$ cat src/rtl/alu_pkg.sv
// ---------------------------------------------------------------------------
// alu_pkg
// Shared definitions for the processor execution-stage ALU.
//   ALU_W       : datapath width (16)
//   ALU_SEL_W   : operation select width (3)
//   alu_op_e    : opcode encoding carried on the S select lines
//   alu_flags_t : packed status flags {z, n, c, v}
//   op_sets_cv  : true for the opcodes whose carry/overflow flags are meaningful
// Optional feature macro used by the files that import this package:
//   ALU_FLAGS_EN  (adds the Z/N/C/V status flags)
// ---------------------------------------------------------------------------
package alu_pkg;

    localparam int ALU_W     = 16;
    localparam int ALU_SEL_W = 3;

    // Every 3-bit code is a real operation, so there is no illegal encoding.
    typedef enum logic [ALU_SEL_W-1:0] {
        OP_CLR   = 3'd0,
        OP_ADD   = 3'd1,
        OP_SUB   = 3'd2,
        OP_PASSA = 3'd3,
        OP_XOR   = 3'd4,
        OP_OR    = 3'd5,
        OP_AND   = 3'd6,
        OP_INC   = 3'd7
    } alu_op_e;

    typedef struct packed {
        logic z;
        logic n;
        logic c;
        logic v;
    } alu_flags_t;

    // Only the adder-based operations produce a carry/borrow or an overflow.
    // Logic operations, CLR and PASSA always report C=0 and V=0.
    function automatic logic op_sets_cv(alu_op_e op);
        return (op == OP_ADD) || (op == OP_SUB) || (op == OP_INC);
    endfunction

endpackage : alu_pkg

$ cat src/rtl/alu_core.sv
// ---------------------------------------------------------------------------
// alu_core
// Purely combinational half of the ALU: computes the 16-bit result (and,
// when ALU_FLAGS_EN is defined, the Z/N/C/V status flags) from A, B and S.
// Holds no state; the top level registers everything.
// Ports:
//   A      in  16  operand A
//   B      in  16  operand B
//   S      in  3   operation select (alu_op_e encoding)
//   result out 16  unregistered result
//   flags  out 4   unregistered {z,n,c,v}  (only with ALU_FLAGS_EN)
// Configuration macro: ALU_FLAGS_EN
// ---------------------------------------------------------------------------
module alu_core
    import alu_pkg::*;
(
    input  logic [ALU_W-1:0]     A,
    input  logic [ALU_W-1:0]     B,
    input  logic [ALU_SEL_W-1:0] S,
`ifdef ALU_FLAGS_EN
    output alu_flags_t           flags,
`endif
    output logic [ALU_W-1:0]     result
);

    alu_op_e op;

    assign op = alu_op_e'(S);

    // Main result mux. All arithmetic is modulo 2^16, so plain 16-bit
    // operators give the required silent wrap-around for ADD, SUB and INC.
    // The result is cleared first so every path assigns it.
    always_comb begin
        result = '0;
        case (op)
            OP_CLR:   result = '0;
            OP_ADD:   result = A + B;
            OP_SUB:   result = A - B;
            OP_PASSA: result = A;
            OP_XOR:   result = A ^ B;
            OP_OR:    result = A | B;
            OP_AND:   result = A & B;
            OP_INC:   result = A + 16'd1;
        endcase
    end

`ifdef ALU_FLAGS_EN
    logic [ALU_W:0] add_ext;
    logic [ALU_W:0] sub_ext;
    logic [ALU_W:0] inc_ext;
    logic           carry_raw;
    logic           ovf_raw;

    // Zero-extended 17-bit versions of the adder operations. Bit 16 is the
    // carry out for ADD/INC; for SUB the 17-bit difference goes negative
    // exactly when A < B unsigned, so bit 16 is directly the borrow.
    assign add_ext = {1'b0, A} + {1'b0, B};
    assign sub_ext = {1'b0, A} - {1'b0, B};
    assign inc_ext = {1'b0, A} + 17'd1;

    // Carry and signed overflow for the adder-based ops. Signed overflow
    // happens when the operands agree in sign (for SUB: disagree, since B is
    // effectively negated) and the result sign differs from A's sign. For INC
    // the second operand is +1, so only A=0x7FFF can overflow.
    always_comb begin
        carry_raw = 1'b0;
        ovf_raw   = 1'b0;
        case (op)
            OP_ADD: begin
                carry_raw = add_ext[ALU_W];
                ovf_raw   = (A[ALU_W-1] == B[ALU_W-1]) &&
                            (add_ext[ALU_W-1] != A[ALU_W-1]);
            end
            OP_SUB: begin
                carry_raw = sub_ext[ALU_W];
                ovf_raw   = (A[ALU_W-1] != B[ALU_W-1]) &&
                            (sub_ext[ALU_W-1] != A[ALU_W-1]);
            end
            OP_INC: begin
                carry_raw = inc_ext[ALU_W];
                ovf_raw   = !A[ALU_W-1] && inc_ext[ALU_W-1];
            end
            default: begin
                carry_raw = 1'b0;
                ovf_raw   = 1'b0;
            end
        endcase
    end

    // Z and N come straight from the final result for every opcode; C and V
    // are masked so that only the adder-based ops can ever raise them.
    always_comb begin
        flags.z = (result == '0);
        flags.n = result[ALU_W-1];
        flags.c = op_sets_cv(op) && carry_raw;
        flags.v = op_sets_cv(op) && ovf_raw;
    end
`endif

endmodule : alu_core

$ cat src/rtl/alu.sv
// ---------------------------------------------------------------------------
// alu
// 16-bit, eight-function ALU used as the processor's execution stage.
// The combinational core computes the result from A, B, S; this level
// registers it (one cycle latency, one op per cycle, no handshake).
// Ports:
//   clk    in  1   system clock, rising edge
//   reset  in  1   synchronous active-high reset, clears Q (and flags)
//   A      in  16  operand A
//   B      in  16  operand B (ignored for CLR, PASSA, INC)
//   S      in  3   operation select: 0 CLR, 1 ADD, 2 SUB, 3 PASSA,
//                  4 XOR, 5 OR, 6 AND, 7 INC
//   Q      out 16  registered result
//   Z,N,C,V out 1  registered zero/negative/carry/overflow flags
//                  (only when ALU_FLAGS_EN is defined)
// Configuration macro: ALU_FLAGS_EN
// ---------------------------------------------------------------------------
module alu
    import alu_pkg::*;
(
    input  logic                 clk,
    input  logic                 reset,
    input  logic [ALU_W-1:0]     A,
    input  logic [ALU_W-1:0]     B,
    input  logic [ALU_SEL_W-1:0] S,
`ifdef ALU_FLAGS_EN
    output logic                 Z,
    output logic                 N,
    output logic                 C,
    output logic                 V,
`endif
    output logic [ALU_W-1:0]     Q
);

    logic [ALU_W-1:0] core_result;

`ifdef ALU_FLAGS_EN
    alu_flags_t core_flags;
    alu_flags_t flags_q;
`endif

    alu_core u_core (
        .A      (A),
        .B      (B),
        .S      (S),
`ifdef ALU_FLAGS_EN
        .flags  (core_flags),
`endif
        .result (core_result)
    );

    // Result register. Reset has priority over whatever operation is
    // selected, and the first real result appears one edge after reset
    // drops because the core output is simply captured every cycle.
    always_ff @(posedge clk) begin
        if (reset) begin
            Q <= '0;
        end else begin
            Q <= core_result;
        end
    end

`ifdef ALU_FLAGS_EN
    // Flags are registered in lockstep with Q so downstream compare/branch
    // logic sees result and status from the same operation.
    always_ff @(posedge clk) begin
        if (reset) begin
            flags_q <= '0;
        end else begin
            flags_q <= core_flags;
        end
    end

    assign Z = flags_q.z;
    assign N = flags_q.n;
    assign C = flags_q.c;
    assign V = flags_q.v;
`endif

endmodule : alu

$ cat config.mk
export PLATFORM = sky130hd
export DESIGN_NAME = alu
export DESIGN_NICKNAME = d
export VERILOG_FILES = /design/src/rtl/alu_pkg.sv /design/src/rtl/alu_core.sv /design/src/rtl/alu.sv
export SDC_FILE = /design/constraint.sdc
export NUM_CORES = 1
export LEC_CHECK = 0
export CAP_MARGIN = 0
export CORE_MARGIN = 2
export CORE_UTILIZATION = 35
export CTS_CLUSTER_DIAMETER = 30
export DETAILED_ROUTE_END_ITERATION = 10
export GPL_TIMING_DRIVEN = 0
export SYNTH_ARGS = -nofsm -noshare
export SYNTH_HDL_FRONTEND = slang
export SYNTH_HIERARCHICAL = 1
export SYNTH_SLANG_ARGS = --single-unit
$ cat constraint.sdc
create_clock -name clk -period 4.2 [get_ports clk]
set_clock_uncertainty 0.2 [all_clocks]
set_input_delay 0.63 -clock clk [delete_from_list [all_inputs] [get_ports clk]]
set_output_delay 0.63 -clock clk [all_outputs]
set_load 0.005 [all_outputs]
==> reports/metrics.cfg <==
[run_status]
status=completed

[cts]
cts_tree=yes
clockBufferDepth=2
cts_buffers=3
cts.sinks=16
clkTransAtPathRegs_ns=0.05
ctsHtreeMaxLevel=1
clock_tree.root_cell=clkbuf_8

[logic_synthesis]
ys_seq_area_frac=0.1122
synth_cell_types=64
yosys.area.top_type=ha_1
synthTopCellsByCount=52 x ha_1, 38 x inv_1, 33 x nor2_1
synth-async-reset-ratio=0
yosysMostFrequentCell=ha_1
synth_compound_area_frac=0.2397
synth_top_family_by_area=compound AO/OA/AOI/OAI gates
postSynthAreaPerCell_sq_um=7.844
synth_ff_type=dfxtp_1
ys_ff_latch=16
netlist_area_sq_mm=0.002855
netlist_instances=364
syn-num-nets=454
synth_top_area_frac=0.2279
yosys.area_share.simple=0.1972
synth_edf_count=0
ys.warnings.count=6
synth.area.mux_share=0.06310
synthAdderAreaFrac=0.2349
yosys.area_share.xor_xnor=0.07055
ys_top_cells_by_area=ha_1 23%, dfxtp_1 11%, xnor2_1 5.2%, inv_1 5.0%, nor2_1 4.3%

[power]
finalPower_w=0.0007532
peakVddDrop_mv=0.06598
p_per_area_mw_per_mm2=207.0
pwr-share-seq=0.230
p_leak_nw=1.655
power.share.combinational=0.629
p_sw_frac=0.3906
internal-power_w=0.0004590
p_switching_w=0.0002942
clock_power_share=0.141

[finish]
largest_reg_flops=16
final_util=0.4660
final_area_sq_mm=0.003638
nets=511
top_register=Q
diodes=0
area_growth_pct=27.43
reg_top3=Q: 16 flops
final_layout_size_suffix_gt1_frac=0.1384

[sta]
period_needed_ns=3.977
worst_pin_slew_ns=0.6453
setup-violations-final=0
fin_ws_ns=0.2230
hold_slack_ns=0.8545
slew_headroom=0.5698
clock.fmax_mhz=251.4
hold_viol=0
finalCritPeriodShare=0.9469
report.final.slew_viol_count=0

[floorplan]
fp.dieH_um=94.32
pin_count=53
die_x_um=94.32
start_util=0.3657
core_sq_mm=0.007807
die-area_sq_mm=0.008896
rows=32

[placed_design]
post-place-ws_ns=-0.6524
io_buffers=51
placed_area_sq_mm=0.003493
hpwl_um=6729
gp_congestion=0.8892

[worst_setup_path]
endpoint_kind=register
crit_required_ns=4.19
cp_max_fo=5
worstSetupPathType=in -> reg
cp.arrival_ns=3.96
startpoint=B[10]
worstSetupEndpoint=Q[15]
start_kind=input port

[detailed_routing]
wirelength_um=8204
dr_total_vias=2851
ant_nets=0
vias_per_cell=5.472
wl_per_cell_um=15.75
drcViolationCount=0
firstDrtPassIters=4
drtIter0Drc=192

[global_route]
grt_max_degree=11
antenna_found_initial=0
grt_overflow=0
grt_pass1_vias=2664
track_usage=0.1890
grt_pass1_wl_um=13390

[flow_run]
maxCapViolCount=0

[worst_hold_path]
hold_class=in -> reg
hold_path.startpoint=S[2]

## worst max-delay path, stage by stage
cell and delay [ns]:
clkdlybuf4s50_1 0.51, or2_4 0.30, or3_2 0.41, a21oi_1 0.19, xnor2_1 0.14, nor2_1 0.07, ha_1 0.33, nand2_1 0.10
or3_1 0.36, o21ai_4 0.23, and3_4 0.22, nor3_1 0.04, o311ai_1 0.26, and2b_2 0.18
## worst min-delay path by stage
stage           end  slack (ns)  cells past startpoint
2_1_floorplan  Q[3]        0.64                      1
3_3_place_gp   Q[2]        1.08                      3
3_5_place_dp   Q[2]        1.09                      3
4_1_cts        Q[2]        0.84                      3
5_1_grt        Q[2]        0.88                      3
6_report       Q[2]        0.85                      3
## cell type report
| class | count | area, sq um |
|---|---|---|
| tap | 102 | 127.6 |
| multi-input combinational | 293 | 2379 |
| fill | 802 | 4169 |
| inverter | 39 | 146.4 |
| clock buffer | 3 | 41.29 |
| timing repair buffer | 53 | 538.0 |
| buffer | 15 | 86.33 |
| sequential | 16 | 320.3 |
## cell usage in the layout, fill, tap and decap left out, drive strengths merged, types with 5 or more instances in the layout
cell,Yosys,layout
clkdlybuf4s50,0,43
xor2,6,6
ha,52,52
dlymetal6s2s,0,6
a22oi,9,9
mux2i,9,9
xnor2,17,17
o22ai,8,8
nand2,18,18
dfxtp,16,16
nor2b,14,14
a21oi,19,19
o21ai,22,22
and2b,6,6
clkbuf,10,12
nor3,5,5
nor2,34,34
buf,6,8
inv,39,39
o221ai,7,7
o21a,6,6
## per-stage QoR
step	std cells	setup TNS (ns)
global placement	517	-2.937
global route	521	-0.01264
floorplan	364	0
detailed placement	517	-2.604
finish	521	0
CTS	519	0
## power groups by stage
stage | logic (W) | clock network (W) | registers, W
after detailed placement | 0.000453 | 0 | 0.000177
after CTS | 0.000460 | 0.000111 | 0.000174
after global routing | 0.000526 | 0.000113 | 0.000175
final | 0.000474 | 0.000106 | 0.000173
after global placement | 0.000447 | 0 | 0.000176
after floorplan | 0.000287 | 0 | 0.000180
## cells by family (layout without fill, tap and decap cells)
logic type	after synthesis	in the layout
compound gates	101	101
simple gates	101	101
buf+inv	55	110
fa+ha+maj	53	53
xor+xnor	23	23
flops	16	16
mux	15	15
## routing by layer
layer  vias to the layer above  part of all wire  global-route usage
met3                         7             0.035            0.008828
met1                      1364              0.49              0.2640
met5                         -                 0                   0
li1                       1411                 -                   -
met2                        69              0.47              0.3185
met4                         0            0.0090             0.04831
## repair_timing
item                       in CTS  in global routing
setup endpoints to repair       4                  6
pin swaps                       2                  5
hold endpoints to repair        0                  0
hold buffers                    0                  0
gates resized for setup         8                 21
gates cloned                    0                  0
setup buffers                   0                  2
No activity file was read; power rests on OpenSTA's default activity.
